## src/rtl/vga_sync_monitor.sv

```systemverilog
// VGA receive-side sync monitor: recovers pixel coordinates from
// h/v sync, checks 640x480-style timing, declares lock, emits pixels.
module vga_sync_monitor #(
  parameter int   H_ACTIVE    = 640,
  parameter int   H_FP        = 16,
  parameter int   H_SYNC      = 96,
  parameter int   H_BP        = 48,
  parameter int   V_ACTIVE    = 480,
  parameter int   V_FP        = 10,
  parameter int   V_SYNC      = 2,
  parameter int   V_BP        = 33,
  parameter logic SYNC_LEVEL  = 1'b0,
  parameter int   LOCK_FRAMES = 2
) (
  input  logic       clk,
  input  logic       reset,
  input  logic       h_sync,
  input  logic       v_sync,
  input  logic [3:0] in_r,
  input  logic [3:0] in_g,
  input  logic [3:0] in_b,
  output logic       pix_valid,
  output logic [9:0] pix_x,
  output logic [9:0] pix_y,
  output logic [3:0] pix_r,
  output logic [3:0] pix_g,
  output logic [3:0] pix_b,
  output logic       frame_start,
  output logic       locked,
  output logic       h_err,
  output logic       v_err
);

  localparam logic [9:0] HTOT_M1 =
    10'(H_ACTIVE + H_FP + H_SYNC + H_BP - 1);
  localparam logic [9:0] VTOT_M1 =
    10'(V_ACTIVE + V_FP + V_SYNC + V_BP - 1);
  localparam logic [9:0] HSW  = 10'(H_SYNC);
  localparam logic [9:0] X0   = 10'(H_SYNC + H_BP);
  localparam logic [9:0] X1   = 10'(H_SYNC + H_BP + H_ACTIVE - 1);
  localparam logic [9:0] Y0   = 10'(V_SYNC + V_BP);
  localparam logic [9:0] Y1   = 10'(V_SYNC + V_BP + V_ACTIVE - 1);
  localparam logic [9:0] CMAX = 10'd1023;
  localparam logic [7:0] LOCKN = 8'(LOCK_FRAMES);

  typedef enum logic [1:0] {
    SEARCH, HSYNC, TRACK, LOCKED
  } state_e;

  logic       hs_q, vs_q, hs_p_q, vs_p_q;
  logic [3:0] r_q, g_q, b_q;
  logic [9:0] hcnt_q, hcnt_d, vcnt_q, vcnt_d;
  logic       vpend_q, vpend_d;
  logic       hseen_q, hseen_d, vseen_q, vseen_d;
  logic       bad_q, bad_d;
  logic [7:0] good_q, good_d, gnext;
  state_e     state_q, state_d;

  logic       h_on, h_on_p, v_on, v_on_p;
  logic       h_rise, h_fall, v_rise, vclr, wd;
  logic       herr, verr, err;
  logic       win, lock_d, valid_d;
  logic [9:0] px, py;

  logic       valid_q, fs_q, locked_q, herr_q, verr_q;
  logic [9:0] x_q, y_q;
  logic [3:0] pr_q, pg_q, pb_q;

  assign h_on   = (hs_q == SYNC_LEVEL);
  assign h_on_p = (hs_p_q == SYNC_LEVEL);
  assign v_on   = (vs_q == SYNC_LEVEL);
  assign v_on_p = (vs_p_q == SYNC_LEVEL);
  assign h_rise = h_on & ~h_on_p;
  assign h_fall = ~h_on & h_on_p;
  assign v_rise = v_on & ~v_on_p;
  assign vclr   = h_rise & (vpend_q | v_rise);
  assign wd     = ~h_rise & (hcnt_q == CMAX - 10'd1);

  // Counters, sync bookkeeping and timing checks for the current sample.
  always_comb begin
    hcnt_d = (hcnt_q == CMAX) ? CMAX : hcnt_q + 10'd1;
    if (h_rise) hcnt_d = '0;
    vcnt_d = vcnt_q;
    if (vclr) vcnt_d = '0;
    else if (h_rise && vcnt_q != CMAX) vcnt_d = vcnt_q + 10'd1;
    vpend_d = vclr ? 1'b0 : (vpend_q | v_rise);
    hseen_d = wd ? 1'b0 : (hseen_q | h_rise);
    vseen_d = wd ? 1'b0 : (vseen_q | vclr);
    herr = (h_rise & hseen_q & (hcnt_q != HTOT_M1))
         | (h_fall & (hcnt_d != HSW))
         | wd;
    verr = vclr & vseen_q & (vcnt_q != VTOT_M1);
    err  = herr | verr;
    bad_d = vclr ? 1'b0 : (bad_q | err);
  end

  // Lock state machine: next state and good-frame count.
  always_comb begin
    state_d = state_q;
    good_d  = good_q;
    gnext   = good_q + 8'd1;
    unique case (state_q)
      SEARCH: if (h_rise) state_d = HSYNC;
      HSYNC: begin
        if (vclr) begin
          state_d = TRACK;
          good_d  = '0;
        end
      end
      TRACK: begin
        if (err || (vclr && bad_q)) begin
          good_d = '0;
        end else if (vclr) begin
          good_d = gnext;
          if (gnext >= LOCKN) state_d = LOCKED;
        end
      end
      LOCKED: begin
        if (err) begin
          state_d = TRACK;
          good_d  = '0;
        end
      end
    endcase
    if (wd) begin
      state_d = SEARCH;
      good_d  = '0;
    end
  end

  // Active-window decode on the count belonging to the current sample.
  always_comb begin
    win = (hcnt_d >= X0) && (hcnt_d <= X1) &&
          (vcnt_d >= Y0) && (vcnt_d <= Y1);
    lock_d  = (state_d == LOCKED);
    valid_d = lock_d & win;
    px = hcnt_d - X0;
    py = vcnt_d - Y0;
  end

  // Input capture plus the previous registered sync for edge detection.
  always_ff @(posedge clk or negedge reset) begin
    if (!reset) begin
      hs_q   <= ~SYNC_LEVEL;
      vs_q   <= ~SYNC_LEVEL;
      hs_p_q <= ~SYNC_LEVEL;
      vs_p_q <= ~SYNC_LEVEL;
      r_q    <= '0;
      g_q    <= '0;
      b_q    <= '0;
    end else begin
      hs_q   <= h_sync;
      vs_q   <= v_sync;
      hs_p_q <= hs_q;
      vs_p_q <= vs_q;
      r_q    <= in_r;
      g_q    <= in_g;
      b_q    <= in_b;
    end
  end

  // Counter, flag and FSM state registers.
  always_ff @(posedge clk or negedge reset) begin
    if (!reset) begin
      hcnt_q  <= '0;
      vcnt_q  <= '0;
      vpend_q <= 1'b0;
      hseen_q <= 1'b0;
      vseen_q <= 1'b0;
      bad_q   <= 1'b0;
      good_q  <= '0;
      state_q <= SEARCH;
    end else begin
      hcnt_q  <= hcnt_d;
      vcnt_q  <= vcnt_d;
      vpend_q <= vpend_d;
      hseen_q <= hseen_d;
      vseen_q <= vseen_d;
      bad_q   <= bad_d;
      good_q  <= good_d;
      state_q <= state_d;
    end
  end

  // Output register; coordinates and colour hold outside valid pixels.
  always_ff @(posedge clk or negedge reset) begin
    if (!reset) begin
      valid_q  <= 1'b0;
      fs_q     <= 1'b0;
      locked_q <= 1'b0;
      herr_q   <= 1'b0;
      verr_q   <= 1'b0;
      x_q      <= '0;
      y_q      <= '0;
      pr_q     <= '0;
      pg_q     <= '0;
      pb_q     <= '0;
    end else begin
      valid_q  <= valid_d;
      fs_q     <= valid_d && (px == '0) && (py == '0);
      locked_q <= lock_d;
      herr_q   <= herr;
      verr_q   <= verr;
      if (valid_d) begin
        x_q  <= px;
        y_q  <= py;
        pr_q <= r_q;
        pg_q <= g_q;
        pb_q <= b_q;
      end
    end
  end

  assign pix_valid   = valid_q;
  assign pix_x       = x_q;
  assign pix_y       = y_q;
  assign pix_r       = pr_q;
  assign pix_g       = pg_q;
  assign pix_b       = pb_q;
  assign frame_start = fs_q;
  assign locked      = locked_q;
  assign h_err       = herr_q;
  assign v_err       = verr_q;

endmodule

```

## config.mk

```make
export PLATFORM = sky130hd
export DESIGN_NAME = vga_sync_monitor
export DESIGN_NICKNAME = d
export VERILOG_FILES = /design/src/rtl/vga_sync_monitor.sv
export SDC_FILE = /design/constraint.sdc
export NUM_CORES = 1
export LEC_CHECK = 0
export ABC_AREA = 1
export CAP_MARGIN = 10
export CORE_MARGIN = 2
export CORE_UTILIZATION = 40
export CTS_CLUSTER_SIZE = 24
export DETAILED_ROUTE_END_ITERATION = 6
export GPL_ROUTABILITY_DRIVEN = 0
export MAX_ROUTING_LAYER = met4
export PLACE_DENSITY = 0.62
export SETUP_SLACK_MARGIN = 0.5
export SLEW_MARGIN = 20
export SYNTH_ARGS = -nofsm -noshare
export SYNTH_HDL_FRONTEND = slang
export SYNTH_SLANG_ARGS = --single-unit
```

## constraint.sdc

```tcl
create_clock -name clk -period 7.86 [get_ports clk]
set_input_delay 1.965 -clock clk [delete_from_list [all_inputs] [get_ports clk]]
set_output_delay 1.965 -clock clk [all_outputs]
set_load 0.01 [all_outputs]
```

After elaboration in Yosys (flattened, before gate mapping)
Cells that the tools add are included.

storage, ports and cells
  RAM bits = 0
  memories = 0
  bits in registers = 87
  input bits = 16
  bits in latches = 0
  ROM bits = 0

cells by class
  multiplexer cells = 22
  equal/unequal tests = 13
  bitwise logic cells = 22
  div/mod/pow operators = 0
  reduce and logical (&&, ||, !) cells = 13
  shifts and indexed selects = 0
  add/sub/neg operators = 5
  $lt $le $gt $ge = 5
  $mul = 0

operator list
  cell                                                                                  count
  10-bit two-way mux                                                                    4
  8-bit two-way mux                                                                     5
  10-bit inequality test, second input constant                                         3
  8-bit one-hot mux with 3 select lines                                                 1
  10-bit by 1-bit adder with 10-bit output, second input constant                       2
  10-bit == test, second input constant                                                 2
  10-bit <= comparator, second input constant                                           2
  10-bit logical NOT                                                                    2
  2-bit two-way mux                                                                     7
  1-bit bitwise AND                                                                     11
  10-bit by 6-bit greater-or-equal comparator with 1-bit output, second input constant  1
  10-bit by 8-bit greater-or-equal comparator with 1-bit output, second input constant  1
  10-bit by 7-bit inequality test with 1-bit output, second input constant              1
  10-bit by 6-bit subtractor with 10-bit output, second input constant                  1
  10-bit by 8-bit subtractor with 10-bit output, second input constant                  1
  8-bit by 1-bit adder with 8-bit output, second input constant                         1
  8-bit by 2-bit greater-or-equal comparator with 1-bit output, second input constant   1
  2-bit one-hot mux with 4 select lines                                                 1
  1-bit logical AND                                                                     7
  1-bit OR                                                                              7
  2-bit == test, second input constant                                                  3
  3-bit inequality test, second input constant                                          2
  1-bit two-way mux                                                                     4
  4-bit inequality test, second input constant                                          1
  other kinds (6)                                                                       9

Depth between registers and ports, before layout
Gate-level depths: netlist (run 1).

  depth in word-level cells = 16
  gate-level depth with buffers = 19
  gate-level depth less buffers = 18

Worst setup path before layout (run 1)
Ideal clock, no wire load.

  path type = flip-flop to flip-flop
  from = reg hcnt_q[0]
  to = reg x_q[4] (netlist: pix_x[4])
  required time = 7.743 ns
  setup slack = 5.214 ns
  arrival time = 2.529 ns
  buffers on the path = 1
  cell stages (with the launch flop) = 19
  cell sequence = dfrtp_1 -> ha_1 -> inv_1 -> nor2_4 -> nand3_4 -> nand3_1 -> nand2_1 -> inv_1 -> ha_1 -> inv_1 -> nor3_4 -> nand3_2 -> nand2_4 -> nand4_4 -> o21ai_4 -> nand2_4 -> buf_6 -> nand2_1 -> nand2_1

between the ends
  word-level cells in the longest chain between the ends = 14

ends and longest elaborated chain
  item                                                                        line  source
  start, declared                                                             52    logic [9:0] hcnt_q, hcnt_d, vcnt_q, vcnt_d;
  start signal, assigned                                                      174   hcnt_q <= hcnt_d;
  10-bit by 1-bit adder with 10-bit output or 10-bit == test (tied branches)  81    hcnt_d = (hcnt_q == CMAX) ? CMAX : hcnt_q + 10'd1;
  10-bit two-way mux *                                                        81
  10-bit two-way mux *                                                        82    if (h_rise) hcnt_d = '0;
  via hcnt_d[5]                                                               52
  10-bit by 7-bit inequality test with 1-bit output                           90    | (h_fall & (hcnt_d != HSW))
  1-bit bitwise AND                                                           90
  1-bit OR                                                                    90
  1-bit OR                                                                    91    | wd;
  1-bit OR                                                                    93    err = herr | verr;
  1-bit logical OR                                                            111   if (err || (vclr && bad_q)) begin
  2-bit two-way mux                                                           111
  2-bit one-hot mux with 4 select lines                                       102   unique case (state_q)
  2-bit two-way mux                                                           125   if (wd) begin
  2-bit == test                                                               135   lock_d = (state_d == LOCKED);
  1-bit bitwise AND *                                                         136   valid_d = lock_d & win;
  end signal, assigned                                                        205   x_q <= px;
  end, declared                                                               66    logic [9:0] x_q, y_q;

The timed path passes the listed nets; every way through them passes the cells marked *.
A chain may end at the register's enable or synchronous reset.

Worst setup path after layout (run 1)
  from = reg hs_p_q
  to = reg y_q[7] (netlist: pix_y[7])

between the ends
  word-level cells in the longest chain between the ends = 13

ends and longest elaborated chain
  item                                               line  source
  start, declared                                    50    logic hs_q, vs_q, hs_p_q, vs_p_q;
  start signal, assigned                             146   hs_p_q <= ~SYNC_LEVEL;
  start signal, assigned                             154   hs_p_q <= hs_q;
  1-bit bitwise AND                                  73    assign h_rise = h_on & ~h_on_p;
  10-bit two-way mux                                 82
  10-bit by 7-bit inequality test with 1-bit output  90
  1-bit bitwise AND                                  90
  1-bit OR                                           90
  1-bit OR                                           91
  1-bit OR                                           93
  1-bit logical OR                                   111
  2-bit two-way mux                                  111
  2-bit one-hot mux with 4 select lines              102
  2-bit two-way mux                                  125
  2-bit == test                                      135
  1-bit bitwise AND                                  136
  end signal, assigned                               206   y_q <= py;
  end, declared                                      66

Several ways; a longest one is shown, not always the timed one.

==> flow_metrics.env, run 1 <==
export IMPL_synth_nets=621
export IMPL_hold_viol_final=0
export IMPL_grt_pass1_wl_um=16900
export IMPL_hp_class="reg -> reg"
export IMPL_netSwitchingFraction_pct=32.6
export IMPL_num_vias=3818
export IMPL_cts_sink_count=87
export IMPL_clkSlewWorstSetupHoldPaths_ns=0.07
export IMPL_core_um2=11400
export IMPL_power_combinational_fraction_pct=21.8
export IMPL_leakage_nw=2.92
export IMPL_fmax_mhz=262
export IMPL_insertedDiodeCount=0
export IMPL_root_buffer="clkbuf_16"
export IMPL_ioPinCount=53
export IMPL_finalNonFillerCells=790
export IMPL_synth_cell_types=37
export IMPL_drc=0
export IMPL_layout_commonest_cell="nand2_1"
export IMPL_place_detailed_hpwl_um=7180
export IMPL_fp_row_count=39
export IMPL_track_usage_pct=16.9
export IMPL_total_power_mw=1.21
export IMPL_yosys_most_used_dff="dfrtp_1"
export IMPL_worst_slew_pin_slew_ns=0.944
export IMPL_synth_edff_count=0
export IMPL_firstDrtPassIters=4
export IMPL_p_sw_mw=0.394
export IMPL_power_density_nw_per_um2=216
export IMPL_dr_first_iter_drc_count=196
export IMPL_avgSynthCellArea_um2=7.95
export IMPL_clockBufferDepth=2
export IMPL_fin_crit_ns=3.82
export IMPL_vdd_drop_max_uv=117
export IMPL_crit_path_end_kind="flop"
export IMPL_start_kind="flop"
export IMPL_rsz0062_at_grt="false"
export IMPL_post_cts_buffers=0
export IMPL_synthCells=591
export IMPL_insertion_delay_ns=0.34
export IMPL_fin_nets=672
export IMPL_ctsHoldBuffers=0
export IMPL_dp_cells=774
export IMPL_layout_common_cells="nand2_1, dfrtp_1, inv_1"
export IMPL_htree_num_levels=3
export IMPL_p_clk_share_pct=36.2
export IMPL_grt_pass1_vias=3623
export IMPL_wl_um=10100
export IMPL_cts_tree="done"
export IMPL_required_ns=8.08
export IMPL_period_share_pct=48.6
export IMPL_synth_seq_cells=87
export IMPL_clock_skew_ns=0.00651
export IMPL_final_setup_viol_count=0
export IMPL_vias_per_cell=4.83
export IMPL_worstPathMaxFanout=35
export IMPL_p_int_mw=0.812
export IMPL_status="complete, no violations"
export IMPL_netlist_area_um2=4700
export IMPL_drt_wirelength_per_cell_um=12.8
export IMPL_ys_seq_area_share_pct=46.5
export IMPL_area_delta_synth_final_pct=18.7
export IMPL_path_class="reg -> reg"
export IMPL_fp_dieW_um=112
export IMPL_fin_tns_setup_ns=0
export IMPL_portBuffers=52
export IMPL_nFillCells=1084
export IMPL_pwr_share_seq_pct=42.0
export IMPL_yosysWarnings=0
export IMPL_grt_remaining_overflow=0
export IMPL_antenna_found_initial=0
export IMPL_cts_buffers=9
export IMPL_start_util_pct=41.1
export IMPL_maxSlewHeadroom_pct=36.8
export IMPL_antenna_left=0
export IMPL_synthArstFlopShare_pct=100
export IMPL_cts_resized=0
export IMPL_grt_max_degree=88
export IMPL_drive_gt1_share_pct=7.57
export IMPL_die_area_um2=12600
export IMPL_die_h_um=112
export IMPL_worstPathArrival_ns=4.04
export IMPL_max_cap_violations=0
export IMPL_drv_slew=0
-- final timing paths --
path                             start         to  slack (ns)  cells after the start
worst max register to register  hs_p_q   pix_y[7]        4.04                     14
worst min register to register    vs_q     vs_p_q        0.37                      0
min in group asynchronous        reset  vcnt_q[6]        1.67                      1
max in group asynchronous        reset  pix_valid        5.64                      1
worst min-delay path              vs_q     vs_p_q        0.37                      0
worst max-delay path            hs_p_q   pix_y[7]        4.04                     14
-- critical path, cell delays in order, from the launching register on --
cell and delay, ns:
dfstp_2 0.53, inv_1 0.06, nor2_4 0.29, inv_1 0.28, nand2_1 0.28, ha_1 0.18, inv_1 0.06, nor3_4 0.18
nand3_2 0.11, nand2_4 0.10, nand4_4 0.16, o21ai_4 0.80, nand2_4 0.42, nand2_1 0.18, nand2_1 0.07
-- metrics by stage --
stage | hold slack (ns) | utilization [%] | area [um^2] | setup slack (ns)
global placement | 0.356 | 46.1 | 5270 | 4.09
CTS | 0.371 | 48.8 | 5570 | 3.98
global route | 0.375 | 48.8 | 5580 | 3.72
finish | 0.369 | 48.8 | 5580 | 4.04
floorplan | 0.354 | - | 4700 | 5.21
detailed placement | 0.360 | 46.1 | 5270 | 4.00
-- layout make-up --
type	instances	area, um^2	area share [%]
flip-flops and latches	87	2180	39.1
inverters	75	282	5.05
multi-input cells	417	2110	37.8
clock inverters	7	80.1	1.44
repair buffers	52	522	9.36
clock buffers	9	225	4.04
well taps	143	179	3.21
-- flip-flops by register name, summed over array words and instances, names as in the netlist, 2 cells and up --
register / count
pix_y: 10
vcnt_q: 10
hcnt_q: 10
state_q: 2
g_q: 4
pix_b: 4
r_q: 4
pix_x: 10
good_q: 8
b_q: 4
pix_r: 4
pix_g: 4
-- power by group through the flow --
| stage | Clock, mW | Combinational [mW] | Sequential, mW |
|---|---|---|---|
| 2_1_floorplan | 0 | 0.198 | 0.509 |
| 3_3_place_gp | 0 | 0.258 | 0.514 |
| 3_5_place_dp | 0 | 0.261 | 0.516 |
| 4_1_cts | 0.446 | 0.263 | 0.507 |
| 5_1_grt | 0.468 | 0.295 | 0.512 |
| 6_report | 0.436 | 0.263 | 0.507 |
-- metal layers --
layer  vias up  track usage (%)  part of all wire, %
met5         -                -                    0
met2        61             26.9                   47
met1      1792             22.5                   48
li1       1956                -                    -
met3         9             3.08                  3.3
met4         0             4.55                  1.1
-- cells in the mapped netlist (4+ instances only) --
library cell  count  area share (%)
nand3_1          69             7.4
xor2_1           11             2.1
inv_1            72             5.8
dfstp_2           4             2.2
nand2_1         214              17
o21ai_0          10             1.1
nor3_1            9            0.96
nand3b_1          6            0.96
nand2_2           5            0.67
nor2_4            5             1.2
buf_6             9             2.2
nand4_1          11             1.5
dfrtp_1          83              44
nor2_1           36             2.9
ha_1             14             3.7
-- logic make-up (layout without fill, tap and decap cells) --
kind of cell,after synthesis,in the layout,share of synthesized area (%)
fa+ha+maj,14,14,3.73
xor+xnor,14,14,2.61
buf+inv,87,143,8.69
compound gates,20,20,2.69
simple gates,369,369,35.8
flops,87,87,46.5
(Power assumes the default switching activity.)
==> run 2, diff against run 1 <==
- PLACE_DENSITY: 0.62 -> 0.64
- clock period: 7.86 -> 3.42 ns (I/O delays scaled with it)
==> run 2 against run 1 <==
Register-to-register slack got worse by 3.4 ns. Cell count rose by 3.4%. Wire length rose by 8.4%. First-iteration DRC count rose by 24%. Sequential share of layout area fell by 2.3 points. Clock power rose by 130%. Core utilization rose by 3.1 points. Clock skew rose by 0.0054 ns. Critical path depth rose by 5. Cell area rose by 6.4%. Hold slack improved by 0.0038 ns. Largest power group unchanged. Largest cell class unchanged. Critical endpoint is now pix_y[3]. Sequential cell count did not move.
==> flow_metrics.env, run 2 (synthesized netlist as in run 1, its figures left out) <==
export IMPL_status="complete, no violations"
export IMPL_insertedDiodeCount=0
export IMPL_cts_buffers=9
export IMPL_clkSlewWorstSetupHoldPaths_ns=0.07
export IMPL_path_class="reg -> reg"
export IMPL_firstDrtPassIters=4
export IMPL_worst_slew_pin_slew_ns=0.770
export IMPL_drive_gt1_share_pct=12.9
export IMPL_drc=0
export IMPL_grt_remaining_overflow=0
export IMPL_clockBufferDepth=2
export IMPL_dpl_worst_slack_ns=0.327
export IMPL_rr_endpoint="pix_y[3]"
export IMPL_htree_num_levels=3
export IMPL_fmax_mhz=363
export IMPL_hold_viol_final=0
export IMPL_period_share_pct=80.5
export IMPL_hold_depth=0
export IMPL_antenna_found_initial=0
export IMPL_r2r_start="vcnt_q[1]"
export IMPL_final_setup_worst_slack_ns=0.665
export IMPL_power_density_nw_per_um2=489
export IMPL_cts_sink_count=87
export IMPL_hp_class="reg -> reg"
export IMPL_vias_per_cell=4.86
export IMPL_start_kind="flop"
export IMPL_grt_pass1_wl_um=18300
export IMPL_grt_max_degree=61
export IMPL_clock_skew_ns=0.0120
export IMPL_core_um2=11400
export IMPL_fin_nets=699
export IMPL_r2r_slack_ns=0.67
export IMPL_layout_commonest_cell="nand2_1"
export IMPL_fin_tns_setup_ns=0
export IMPL_timing_hold_ws_ns=0.372
export IMPL_dp_cells=780
export IMPL_hold_path_endpoint="vs_p_q"
export IMPL_worstPathArrival_ns=2.99
export IMPL_max_cap_violations=0
export IMPL_ctsHoldBuffers=0
export IMPL_post_route_util_pct=52.0
export IMPL_area_delta_synth_final_pct=26.4
export IMPL_final_setup_viol_count=0
export IMPL_track_usage_pct=18.6
export IMPL_rsz0062_at_grt="true"
export IMPL_die_area_um2=12600
export IMPL_insertion_delay_ns=0.35
export IMPL_num_vias=3967
export IMPL_drt_wirelength_per_cell_um=13.4
export IMPL_dr_first_iter_drc_count=244
export IMPL_wl_um=10900
export IMPL_required_ns=3.66
export IMPL_drv_slew=0
export IMPL_ioPinCount=53
export IMPL_fin_crit_ns=2.75
export IMPL_maxSlewHeadroom_pct=48.7
export IMPL_fp_dieW_um=112
export IMPL_worstHoldStart="vs_q"
export IMPL_fp_row_count=39
export IMPL_crit_path_end_kind="flop"
export IMPL_start_util_pct=41.1
export IMPL_layout_common_cells="nand2_1, dfrtp_1, inv_1"
export IMPL_portBuffers=52
export IMPL_worstPathMaxFanout=16
export IMPL_root_buffer="clkbuf_16"
export IMPL_place_detailed_hpwl_um=7370
export IMPL_finalNonFillerCells=817
export IMPL_antenna_left=0
export IMPL_cts_tree="done"
export IMPL_die_h_um=112
export IMPL_vdd_drop_max_uv=370
export IMPL_leakage_nw=3.06
export IMPL_grt_pass1_vias=3899
export IMPL_rr_worst_depth=19
-- run 2: worst max-delay path by stage --
stage | start | endpoint | slack (ns) | depth (start not counted)
6_report | vcnt_q[1] | pix_y[3] | 0.67 | 19
5_1_grt | vcnt_q[1] | pix_x[8] | 0.46 | 19
4_1_cts | vcnt_q[0] | frame_start | 0.48 | 18
3_5_place_dp | hs_p_q | frame_start | 0.33 | 14
3_3_place_gp | hs_p_q | frame_start | 0.43 | 14
2_1_floorplan | hcnt_q[0] | pix_x[4] | 0.77 | 18
-- run 2: cell type report --
cell class,instances,area [um^2]
Tap cell,143,179
Fill cell,1077,5480
Inverter,75,289
Clock buffer,10,229
Clock inverter,6,75.1
Multi-Input combinational cell,417,2160
Sequential cell,87,2180
Timing Repair Buffer,79,817
-- run 2: critical path: stages, from the launching register on --
cell and delay, ns:
dfrtp_1 0.46, ha_4 0.19, nand3_1 0.07, nor2_1 0.11, nand2_2 0.12, nand2_4 0.14, nand2_1 0.09, nand2_2 0.11
nor2_4 0.06, ha_1 0.20, inv_1 0.08, nand4_1 0.14, nand2_2 0.12, nand2_1 0.10, nand3_1 0.13, nor2_4 0.06
buf_4 0.15, clkbuf_16 0.17, nand3_1 0.09, nand2_1 0.05
-- run 2: where the power goes --
group	switching, mW	leakage, nW	internal, mW
logic	0.448	1.78	0.287
clock network	0.424	0.146	0.578
registers	0.0709	1.14	1.10
total	0.943	3.06	1.96
-- run 2: through the flow --
step / cell area (um^2) / power, mW
after global placement: 5320 / 1.78
after detailed placement: 5320 / 1.80
final: 5930 / 2.90
after floorplan: 4700 / 1.63
after CTS: 5740 / 2.88
after global routing: 5930 / 3.07
-- run 2: timing repair --
| action | CTS | global route |
|---|---|---|
| setup endpoints to repair | 43 | 43 |
| gates resized for setup | 8 | 12 |
| setup buffers | 5 | 14 |
| gates cloned | 1 | 1 |
| pin swaps | 2 | 7 |
-- run 2: layer usage --
metal | global-route usage (%) | wire length (um) | part of all wire [%]
met1 | 23.2 | 5000 | 46
met2 | 29.8 | 5380 | 49
met3 | 5.29 | 401 | 3.7
met4 | 4.96 | 170 | 1.6
met5 | - | 0 | 0
